`config.mk`:
```
export PLATFORM = sky130hd
export DESIGN_NAME = nbcac_decoder_iter
export DESIGN_NICKNAME = d
export VERILOG_FILES = /design/src/rtl/nbcac_pkg.sv /design/src/rtl/nbcac_decoder_iter_wgen.sv /design/src/rtl/nbcac_decoder_iter.sv
export SDC_FILE = /design/constraint.sdc
export NUM_CORES = 1
export LEC_CHECK = 0
export CAP_MARGIN = 25
export CORE_MARGIN = 2
export CORE_UTILIZATION = 34
export DETAILED_ROUTE_END_ITERATION = 8
export GPL_TIMING_DRIVEN = 1
export HOLD_SLACK_MARGIN = 0.05
export PLACE_DENSITY_LB_ADDON = 0.1
export SYNTH_ARGS = -nofsm -noshare
export SYNTH_HDL_FRONTEND = slang
export SYNTH_SLANG_ARGS = --single-unit
```
`constraint.sdc`:
```
create_clock -name clk -period 10.6 [get_ports clk]
set_input_delay 1.06 -clock clk [delete_from_list [all_inputs] [get_ports clk]]
set_output_delay 1.06 -clock clk [all_outputs]
set_load 0.01 [all_outputs]
```
`src/rtl/nbcac_pkg.sv`:
```
// NBCAC decoder shared types and weight helpers.
// Weight functions are elaboration-time only (sizing and checks).
package nbcac_pkg;

  typedef enum logic [1:0] {
    IDLE,
    RUN,
    DONE
  } state_t;

  localparam int SEED_W = 2;

  function automatic int nbcac_weight(
    input int code_w,
    input int j
  );
    int a;
    int b;
    int w;
    if (j == 1) return 1;
    if (j >= code_w - 1) return SEED_W;
    a = SEED_W;
    b = SEED_W;
    w = SEED_W;
    for (int k = code_w - 2; k >= j; k--) begin
      w = a + b;
      b = a;
      a = w;
    end
    return w;
  endfunction

  function automatic int nbcac_max_sum(
    input int code_w
  );
    int s;
    s = 0;
    for (int j = 1; j <= code_w; j++)
      s = s + nbcac_weight(code_w, j);
    return s;
  endfunction

endpackage

```
`src/rtl/nbcac_decoder_iter_wgen.sv`:
```
// Fibonacci-type weight generator for the bit-serial NBCAC decoder.
// Holds the last two weights and produces the current one.
module nbcac_weight_gen #(
  parameter int ACC_W = 18
) (
  input  logic             clk,
  input  logic             rst_n,
  input  logic             load,
  input  logic             step,
  input  logic             seed,
  input  logic             last,
  output logic [ACC_W-1:0] weight
);

  logic [ACC_W-1:0] wa;
  logic [ACC_W-1:0] wb;

  always_comb begin
    weight = wa + wb;
    unique case (1'b1)
      last:    weight = ACC_W'(1);
      seed:    weight = ACC_W'(2);
      default: weight = wa + wb;
    endcase
  end

  always_ff @(posedge clk or negedge rst_n) begin
    if (!rst_n) begin
      wa <= '0;
      wb <= '0;
    end else if (load) begin
      wa <= ACC_W'(2);
      wb <= ACC_W'(2);
    end else if (step) begin
      wb <= wa;
      wa <= weight;
    end
  end

endmodule

```
`src/rtl/nbcac_decoder_iter.sv`:
```
// Bit-serial NBCAC decoder: one codeword bit per cycle, MSB first,
// with valid/ready handshakes, flush and an overflow flag.
module nbcac_decoder_iter
  import nbcac_pkg::*;
#(
  parameter int DATA_W = 16,
  parameter int CODE_W = 23,
  parameter int ACC_W  = DATA_W + 2
) (
  input  logic              clk,
  input  logic              rst_n,
  input  logic              flush,
  input  logic              in_valid,
  output logic              in_ready,
  input  logic [CODE_W-1:0] in_code,
  output logic              out_valid,
  input  logic              out_ready,
  output logic [DATA_W-1:0] out_v,
  output logic              out_ovf
);

  localparam int CNT_W = $clog2(CODE_W + 1);

  if (CODE_W < 3) begin : g_code_w_chk
    $error("nbcac_decoder_iter: CODE_W must be at least 3");
  end
  if (ACC_W <= DATA_W) begin : g_acc_w_chk
    $error("nbcac_decoder_iter: ACC_W must exceed DATA_W");
  end
  if (ACC_W < $clog2(nbcac_max_sum(CODE_W) + 1)) begin : g_acc_sum_chk
    $error("nbcac_decoder_iter: ACC_W too small for largest sum");
  end

  state_t state;
  state_t state_nx;

  logic [CODE_W-1:0] shreg;
  logic [ACC_W-1:0]  acc;
  logic [ACC_W-1:0]  acc_nx;
  logic [ACC_W-1:0]  weight;
  logic [CNT_W-1:0]  cnt;

  logic accept;
  logic running;
  logic step;
  logic seed;
  logic last;

  always_ff @(posedge clk or negedge rst_n) begin
    if (!rst_n) state <= IDLE;
    else        state <= state_nx;
  end

  always_comb begin
    state_nx = state;
    if (flush) begin
      state_nx = IDLE;
    end else begin
      unique case (state)
        IDLE:    if (in_valid) state_nx = RUN;
        RUN:     if (last) state_nx = DONE;
        DONE:    if (out_ready) state_nx = in_valid ? RUN : IDLE;
        default: state_nx = IDLE;
      endcase
    end
  end

  always_comb begin
    in_ready  = (state == IDLE) | ((state == DONE) & out_ready);
    out_valid = (state == DONE);
    running   = (state == RUN);
    accept    = in_valid & in_ready & ~flush;
    step      = running & ~flush;
  end

  // Top two positions use the 2/2 seed, position 1 is fixed at 1.
  assign seed   = cnt >= CNT_W'(CODE_W - 1);
  assign last   = cnt == CNT_W'(1);
  assign acc_nx = acc + (shreg[CODE_W-1] ? weight : '0);

  nbcac_weight_gen #(
    .ACC_W (ACC_W)
  ) u_wgen (
    .clk    (clk),
    .rst_n  (rst_n),
    .load   (accept),
    .step   (step),
    .seed   (seed),
    .last   (last),
    .weight (weight)
  );

  always_ff @(posedge clk or negedge rst_n) begin
    if (!rst_n) begin
      shreg   <= '0;
      acc     <= '0;
      cnt     <= '0;
      out_v   <= '0;
      out_ovf <= 1'b0;
    end else if (accept) begin
      shreg <= in_code;
      acc   <= '0;
      cnt   <= CNT_W'(CODE_W);
    end else if (step) begin
      shreg <= shreg << 1;
      acc   <= acc_nx;
      cnt   <= cnt - CNT_W'(1);
      if (last) begin
        out_v   <= acc_nx[DATA_W-1:0];
        out_ovf <= |acc_nx[ACC_W-1:DATA_W];
      end
    end
  end

endmodule

```
After elaboration in Yosys (flattened, before gate mapping) --
Cells that the tools add are included.
Operators by class: $add $sub $neg 3, multipliers 0, div/mod/pow operators 0, magnitude comparators 1, eq/ne operators 6, shift-type cells 0, multiplexer cells 18, bitwise operators 7, reduce and logical (&&, ||, !) cells 5
Operators with widths (count):
- $mux W18 | 7
- $mux W23 | 2
- $add A18 B18 Y18 | 2
- $pmux W18 S2 | 1
- $mux W5 | 2
- $mux W2 | 4
- $ne A3 B2 Y1 const B | 2
- $pmux W2 S3 | 1
- $reduce_and A3 Y1 | 2
- $eq A5 B1 Y1 const B | 1
- $ge A5 B5 Y1 const B | 1
- $sub A5 B1 Y5 const B | 1
- $and A1 B1 Y1 | 4
- $ne A3 B3 Y1 const B | 1
- $eq A2 B1 Y1 const B | 1
- $eq A2 B2 Y1 const B | 1
- $logic_not A2 Y1 | 1
- $not A1 Y1 | 2
- $reduce_bool A2 Y1 | 1
- $reduce_or A2 Y1 | 1
- $mux W1 | 1
- $or A1 B1 Y1 | 1
Storage, ports and cells: flip-flop bits (word level) 101, latch bits 0, memory bits (writable) 0, bits in read-only memories 0, bits of input ports 28, output and inout port bits 19, word-level logic and storage cells 48, memories 0

Longest topological paths before layout --
depth after elaboration 7, gate-level depth with buffers 19, gate-level depth less buffers 19

Modules after synthesis --
A second synthesis with hierarchy kept.
Second synthesis, totals: cells, all modules 654, area total of the unflattened synthesis 5994.5 µm²
Modules (own cells, without submodules):
- nbcac_decoder_iter | instances 1, cells an instance 392, area each 3624.7 µm², sequential area each 1626.6 µm²
- nbcac_weight_gen | instances 1, cells an instance 262, area each 2369.8 µm², sequential area each 900.9 µm²

Least setup slack after synthesis --
No wires, ideal clock.
kind register to register, from register u_wgen.wb[0], to register out_ovf, setup time 168 ps, data arrival time 3972 ps, required time 10432 ps, path slack 6459 ps, stages on the path, launching flop included 20, path buffers 0, period minus slack after synthesis 4141 ps, path through dfrtp_1 ha_1 fa_1 a21o_1 a21oi_1 o21bai_1 a2111oi_2 nor2_1 a21oi_1 xor2_1 nor2_1 ha_1 a21o_2 nor2_1 nor4b_2 nor4_2 a2111oi_4 xnor2_1 xnor2_1 a41oi_1
On the way: word-level cells in the longest chain between the ends 5
RTL lines:
- start: declaration | RTL line nbcac_decoder_iter_wgen.sv:16 | logic [ACC_W-1:0] wb;
- start signal: assignment | RTL line nbcac_decoder_iter_wgen.sv:35 | wb <= wa;
- $add A18 B18 Y18 | RTL line nbcac_decoder_iter_wgen.sv:23 | default: weight = wa + wb;
- $pmux W18 S2 | RTL line nbcac_decoder_iter_wgen.sv:20 | unique case (1'b1)
- $mux W18 | RTL line nbcac_decoder_iter.sv:79 | assign acc_nx = acc + (shreg[CODE_W-1] ? weight : '0);
- $add A18 B18 Y18 | RTL line nbcac_decoder_iter.sv:79
- $reduce_or A2 Y1 | RTL line nbcac_decoder_iter.sv:110 | out_ovf <= |acc_nx[ACC_W-1:DATA_W];
- end signal: assignment | RTL line nbcac_decoder_iter.sv:110
- end: declaration | RTL line nbcac_decoder_iter.sv:19 | output logic out_ovf
Every way passes these cells. A chain may end at the register's enable or synchronous reset.

Worst setup path after layout --
from register u_wgen.wa[0], to register out_ovf
On the way: word-level cells in the longest chain between the ends 5
RTL lines:
- start: declaration | RTL line nbcac_decoder_iter_wgen.sv:15 | logic [ACC_W-1:0] wa;
- start signal: assignment | RTL line nbcac_decoder_iter_wgen.sv:36 | wa <= weight;
- $add A18 B18 Y18 | RTL line nbcac_decoder_iter_wgen.sv:23
- $pmux W18 S2 | RTL line nbcac_decoder_iter_wgen.sv:20
- $mux W18 | RTL line nbcac_decoder_iter.sv:79
- $add A18 B18 Y18 | RTL line nbcac_decoder_iter.sv:79
- $reduce_or A2 Y1 | RTL line nbcac_decoder_iter.sv:110
Every way passes these cells.

==> out/summary.md <==
The run finished with clean final reports. The via count of the first global-routing pass was 4319. The most common cell in the synthesized netlist is sky130_fd_sc_hd__nand2_1. The total placed cells including tap cells was 849. The worst hold slack was 0.477 ns; the maximum buffer depth of the clock tree was 2. The logs give 5580 sq um for the cell area after synthesis and 958 uW for the overall power consumption. Derived from the worst setup path, the maximum achievable clock frequency is 0.221 GHz. After detailed routing, the number of remaining DRC violations is 0. After detailed routing, the average wire length per cell comes to 15.2 microns. Weighted congestion at the end of routability-driven global placement: 0.862. TritonCTS built the clock tree.

The number of pins exceeding their max-slew limit in the final report was 0; the placement-stage worst setup slack was 6.06 ns. The fraction of layout instances using a drive strength above 1 works out to 0.0539. The initial antenna violation count is 0, and the number of levels the H-tree was split into is 3. Category of the worst setup path capture point: a flip-flop. At the pin with the least slew margin, the transition time is 0.873 ns. The first global-routing pass estimated 22.4 mm of wire. The tools report the total overflow reported by the global router as 0. The logs give 6240 sq um for the placed cell area and 0 for the number of maximum-capacitance violations. The Yosys step of the flow raised 0 warnings.

For the via count, the log shows 4343. For the sum of routed wire segments on met1, the log shows 6.55 mm. Path class of the lowest-slack min-delay path: flip-flop to flip-flop. Root buffer cell: sky130_fd_sc_hd__clkbuf_16. Relative to the synthesized area, the layout overhead comes to 17.4%.

During placement, the flow inserted port buffers numbering 46. The proportion of synthesized area in mux cells came out at 0.00987. Clock sink total: 101. After synthesis, the largest family of logic cells by area is compound AO/OA/AOI/OAI gates.

The worst setup path is of the flip-flop to flip-flop kind. Yosys mapped a number of flops with a built-in enable equal to 0. The starting density of the core was 0.350. The sequential-to-total area share from yosys stat is 0.453.

Die span in y: 132 microns. Setup violations remaining at the end of the flow were counted as 0. For this design the static power due to leakage is 2.96 nW.

After floorplanning, the core was sized to cover 15900 sq um. After clock tree synthesis, the setup repair step added 0 buffers. The sort of element at the start of the critical path is a flip-flop.

A synthesized cell averages 9.16 sq um. The finished layout cell area is 6550 sq um, and the simple-gate share of the synthesized area is 0.166. The post-layout worst setup margin came out at 6.07 ns. The placed wire-length estimate after detailed placement came out at 8.65 mm. The highest fanout seen on the critical path was 4.

The ratio of routed vias to standard cells is 5.02. The commonest cells after synthesis are sky130_fd_sc_hd__nand2_1, sky130_fd_sc_hd__dfrtp_1, sky130_fd_sc_hd__o21ai_0. Data on the critical path arrives at its endpoint at 4.73 ns. The logs give 72 for the pin count of the biggest net entering global routing and 0.35 ns for the clock network latency to the later pin of the worst-skew pair.

The detailed router finished its first iteration with 294 violations. The logs give 0 for the number of hold-repair buffers added at the cts stage and 17500 sq um for the area of the die. For the worst setup path, the data required time is 10.79 ns. The register bit total from synthesis came out at 101. For the final routed database, the setup TNS stands at 0 ns.

The tools report the utilization after layout as 0.411. The final layout contains 711 nets. The overall fraction of global-route tracks in use came out at 0.159. The smallest clock period supported by the final layout is computed as 4.53 ns.

The proportion of register bits with asynchronous set or reset after synthesis is 1.00, and the flip-flop and latch area is 2530 sq um. Fill cells in the final layout number 1571. The part of the cycle the worst path needs is 0.428. The post-synthesis adder-cell area fraction came out at 0.0902. The fraction of the mapped netlist area in compound gates was 0.191; the post-synthesis net count was 676. In this run the top signal layer used is met4.

In the synthesized netlist the dominant register cell turns out to be sky130_fd_sc_hd__dfrtp_1. After detailed routing, the total wire length is 13.1 mm. The wire length on met2 was 6.05 mm; the number of ports placed on the die boundary was 47. The worst setup skew after layout was 0.00572 ns. Summing all multi-input logic gate instances after layout gives 2900 sq um. The worst slew margin relative to its limit was 0.416; the power density relative to cell area was 146 nW/um^2. The die outline width was 132 microns; the number of distinct library cell variants in the gate-level netlist after synthesis was 53.

The clock-pin transition on the worst setup and hold timing paths works out to 0.07 ns. The count of nets left with antenna violations once routing finished came out at 0. For this run, the number of standard cells in the final layout without fillers is 865. The number of core rows is 46. By area the synthesized netlist is led by sky130_fd_sc_hd__dfrtp_1, sky130_fd_sc_hd__nand2_1, sky130_fd_sc_hd__ha_1. Largest area contributor in the netlist: sky130_fd_sc_hd__dfrtp_1.

The run gives 0 as the number of instances resized during post-cts repair. The met3 routed wirelength was 407 microns. Setup repair after global routing left no endpoint under its margin. Synthesis produced a netlist whose cell count is 609. The total count of hold-check failures in the final report came out at 0.

The portion of synthesized cell area occupied by the leading cell type was 0.453. For the number of iterations in the first detailed-routing pass, the log shows 7. The synthesized-area fraction occupied by xor and xnor cells works out to 0.0597. The maximum resistive drop on vdd was 0.0736 mV; the number of antenna repair diodes was 0. Buffers inserted during clock tree synthesis total 9.
metal layers:
| layer | vias to the layer above | GRT usage |
|---|---|---|
| li1 | 2196 | - |
| met1 | 2089 | 0.217 |
| met2 | 50 | 0.258 |
| met5 | - | 0 |
| met4 | 0 | 0.0344 |
| met3 | 8 | 0.0381 |
flip-flops by register name, indices dropped and copies added (netlist names):
signal and cells:
acc 18, shreg 23, out_v 16, u_wgen.wb 18, state 2, out_ovf 1, u_wgen.wa 18, cnt 5
critical path, cell delays in order, from the launching register on:
cell	delay, ns
sky130_fd_sc_hd__dfrtp_1	0.40
sky130_fd_sc_hd__ha_1	0.23
sky130_fd_sc_hd__fa_1	0.41
sky130_fd_sc_hd__a21o_1	0.20
sky130_fd_sc_hd__a21oi_1	0.21
sky130_fd_sc_hd__o21bai_1	0.12
sky130_fd_sc_hd__a2111oi_2	0.43
sky130_fd_sc_hd__nor2_1	0.13
sky130_fd_sc_hd__a21oi_1	0.19
sky130_fd_sc_hd__xor2_1	0.22
sky130_fd_sc_hd__nor2_1	0.07
sky130_fd_sc_hd__ha_1	0.21
sky130_fd_sc_hd__a21o_2	0.21
sky130_fd_sc_hd__nor2_1	0.07
sky130_fd_sc_hd__nor4b_2	0.33
sky130_fd_sc_hd__nor4_2	0.12
sky130_fd_sc_hd__a2111oi_4	0.35
sky130_fd_sc_hd__xnor2_1	0.17
sky130_fd_sc_hd__xnor2_1	0.16
sky130_fd_sc_hd__a41oi_1	0.13
layout by cell type (no fill, tap or decap), drive strengths merged, types with 9 or more instances in the layout:
master,netlist,layout
a21o,9,9
a21oi,27,27
a22oi,21,21
clkbuf,24,12
clkdlybuf4s50,0,45
dfrtp,101,101
ha,37,37
inv,12,12
nand2,148,148
nor2,33,33
o21ai,65,65
o22ai,19,19
xnor2,22,22
xor2,16,16
kinds of logic after synthesis:
family                     count (synthesis)
adders and majority gates                 39
buffers and inverters                     39
muxes                                      5
AOI/OAI and AO/OA                        170
DFF                                      101
and+or+nand+nor                          217
xor gates and xnor gates                  38
cell type report:
class,count,area share
clock buffers,12,0.0361
clock inverters,4,0.0111
inverters,12,0.00688
multi-input cells,469,0.443
flip-flops and latches,101,0.386
well taps,216,0.0413
repair buffers,51,0.0757
report_power, final:
group | internal [mW] | total, mW | switching, mW
registers | 0.421 | 0.448 | 0.0269
clock network | 0.207 | 0.350 | 0.143
logic | 0.0619 | 0.160 | 0.0985
total | 0.690 | 0.958 | 0.268
path summary, 6_finish.rpt:
kind                                       endpoint  cells past startpoint                     start  slack [ns]
max reg2reg                     out_ovf$_DFFE_PN0P_                     19  u_wgen.wa[0]$_DFFE_PN0P_        6.07
max in group asynchronous  u_wgen.wa[7]$_DFFE_PN0P_                      2                     rst_n        8.68
min in group asynchronous        cnt[4]$_DFFE_PN0P_                      1                     rst_n        0.71
min reg2reg                   shreg[13]$_DFFE_PN0P_                      2     shreg[13]$_DFFE_PN0P_        0.48
min                           shreg[13]$_DFFE_PN0P_                      2     shreg[13]$_DFFE_PN0P_        0.48
max                             out_ovf$_DFFE_PN0P_                     19  u_wgen.wa[0]$_DFFE_PN0P_        6.07
No activity file was read; power rests on OpenSTA's default activity.
==> patch: new RTL, same settings <==
Register the output `out_ovf` once more, with the module's reset; this adds one clock of latency there. The other outputs are not delayed to match.
--- a/src/rtl/nbcac_decoder_iter.sv
+++ b/src/rtl/nbcac_decoder_iter.sv
@@ -20,6 +20,8 @@
 );
 
   localparam int CNT_W = $clog2(CODE_W + 1);
+
+  logic out_ovf_s0;
 
   if (CODE_W < 3) begin : g_code_w_chk
     $error("nbcac_decoder_iter: CODE_W must be at least 3");
@@ -96,7 +98,7 @@
       acc     <= '0;
       cnt     <= '0;
       out_v   <= '0;
-      out_ovf <= 1'b0;
+      out_ovf_s0 <= 1'b0;
     end else if (accept) begin
       shreg <= in_code;
       acc   <= '0;
@@ -107,8 +109,16 @@
       cnt   <= cnt - CNT_W'(1);
       if (last) begin
         out_v   <= acc_nx[DATA_W-1:0];
-        out_ovf <= |acc_nx[ACC_W-1:DATA_W];
+        out_ovf_s0 <= |acc_nx[ACC_W-1:DATA_W];
       end
+    end
+  end
+
+  always_ff @(posedge clk or negedge rst_n) begin
+    if (!rst_n) begin
+      out_ovf <= '0;
+    end else begin
+      out_ovf <= out_ovf_s0;
     end
   end
 
Function: no difference found for any inputs over 10 cycles, from zero or initial values and one cycle with rst_n low; that may be too few to reach the edited logic, so the function may still have changed.
==> patch against the unedited design <==
Global-route usage rose by 0.19 points; highest routed layer unchanged; core utilization rose by 0.13 points; clock skew rose by 0.0039 ns; area after synthesis rose by 0.67%; wire length rose by 1.3%; design area rose by 0.67%; setup slack got worse by 0.21 ns; sequential cell count rose by 1; sequential share of layout area rose by 0.12 points; non-clock buffer count rose by 2; critical endpoint is now out_ovf_s0$_DFFE_PN0P_; power rose by 2.1%.
==> patch: results (changes against the unedited design) <==
[finish]
nFillCells = 1591  ; was 1,571
final_nets = 710  ; was 711
layout-drive-gt1-share = 0.0571  ; was 0.0539
largest_reg_flops = 23  ; unchanged

[synthesis]
synth_mux_area_frac = 0.0158  ; was 0.00987
synth_fa_ha_area_frac = 0.0896  ; was 0.0902
synth_area_leaders = dfrtp_1 45%, ha_1 8.2%, nand2_1 8.0%  ; was dfrtp_1 45%, nand2_1 10%, ha_1 8.3%
yosysUniqueCellTypes = 52  ; was 53
seq_area_frac_synth = 0.454  ; was 0.453
avgSynthCellArea_um2 = 9.25  ; was 9.16 um^2
synth-xor-area-share = 0.0515  ; was 0.0597
synth_common_cells = 119 x nand2_1, 102 x dfrtp_1, 67 x o21ai_0  ; was 148 x nand2_1, 101 x dfrtp_1, 59 x o21ai_0
synth_fp_nets = 674  ; was 676
async_flop_share = 1.00  ; unchanged
synth_compound_area_frac = 0.202  ; was 0.191

[drt]
vias = 4489  ; was 4,343
routed_via_density = 5.20  ; was 5.02
wl_met1_mm = 6.44  ; was 6.55 mm
wl_mm = 13.3  ; was 13.1 mm
dr_wl_met2_mm = 6.08  ; was 6.05 mm
met3_length_um = 554  ; was 407 um
firstDrtPassIters = 5  ; was 7
drt_iter0_drc = 262  ; was 294

[power]
switchingPower_uw = 299  ; was 268 uW
ir_drop_mv = 0.0808  ; was 0.0736 mV
p_int_uw = 679  ; was 690 uW
p_comb_uw = 182  ; was 160 uW
power_clock_uw = 334  ; was 350 uW
leakage_nw = 3.06  ; was 2.96 nW

[place]
place_area_um2 = 6300  ; was 6240 um^2
place_worst_setup_slack_ns = 5.87  ; was 6.06 ns
place_inst = 848  ; was 849
gp_congestion = 0.814  ; was 0.862
post-dp-hpwl_mm = 9.03  ; was 8.65 mm

[global_route]
grt_pass1_vias = 4571  ; was 4,319
grt_pass1_wl_mm = 22.9  ; was 22.4 mm
grt_max_degree = 70  ; was 72
grtUsageTotal = 0.161  ; was 0.159
grt.met3_usage = 0.0318  ; was 0.0381
use_met1 = 0.210  ; was 0.217
use_met2 = 0.270  ; was 0.258

[critical_path]
crit_path_max_incr_delay_ns = 0.41  ; was 0.43 ns
crit_slowest_cell = fa_1  ; was a2111oi_2
cp_max_fo = 6  ; was 4
worstPathArrival_ns = 4.93  ; was 4.73 ns

[status]
status = completed  ; unchanged

[timing]
worst_pin_slew_ns = 0.822  ; was 0.873 ns
clock_skew_ns = 0.00961  ; was 0.00572 ns

patch: cell types whose count changed after synthesis, sizes merged, moves of 4 or more:
| cell | before | now |
|---|---|---|
| nor2b | 2 | 8 |
| o21bai | 3 | 7 |
| o21ai | 65 | 69 |
| nand2 | 148 | 119 |
| o22ai | 19 | 1 |
| nand3 | 7 | 25 |
| a22o | 3 | 10 |
patch: worst paths after layout:
check                                       endpoint  cells after the start                     start  slack [ns]
setup / recovery              out_ovf_s0$_DFFE_PN0P_                     19  u_wgen.wa[0]$_DFFE_PN0P_        5.85
hold / removal                     out_ovf$_DFF_PN0_                      0    out_ovf_s0$_DFFE_PN0P_        0.38
setup reg to reg              out_ovf_s0$_DFFE_PN0P_                     19  u_wgen.wa[0]$_DFFE_PN0P_        5.85
hold reg to reg                    out_ovf$_DFF_PN0_                      0    out_ovf_s0$_DFFE_PN0P_        0.38
max in group asynchronous  u_wgen.wa[15]$_DFFE_PN0P_                      2                     rst_n        8.75
min in group asynchronous       out_v[1]$_DFFE_PN0P_                      1                     rst_n        0.70
patch: worst max-delay path, delay by kind of cell (launching register included):
| family | cells | cell delay, ns |
|---|---|---|
| xor+xnor | 2 | 0.33 |
| fa+ha+maj | 3 | 0.96 |
| simple gates | 4 | 0.44 |
| flops | 1 | 0.40 |
| compound gates | 10 | 2.45 |
patch: cell families after synthesis:
logic type,count (synthesis)
compound gates,179
xor+xnor,33
fa+ha+maj,39
buf+inv,39
flops,102
mux,8
simple gates,207
patch: area by class of cell:
cell class / count / area [um^2] / area share
Clock inverter: 6 / 62.6 / 0.00949
Sequential cell: 102 / 2550 / 0.387
Timing Repair Buffer: 53 / 510 / 0.0774
Clock buffer: 10 / 229 / 0.0347
Tap cell: 216 / 270 / 0.0410
Multi-Input combinational cell: 466 / 2930 / 0.444
Inverter: 11 / 41.3 / 0.00626
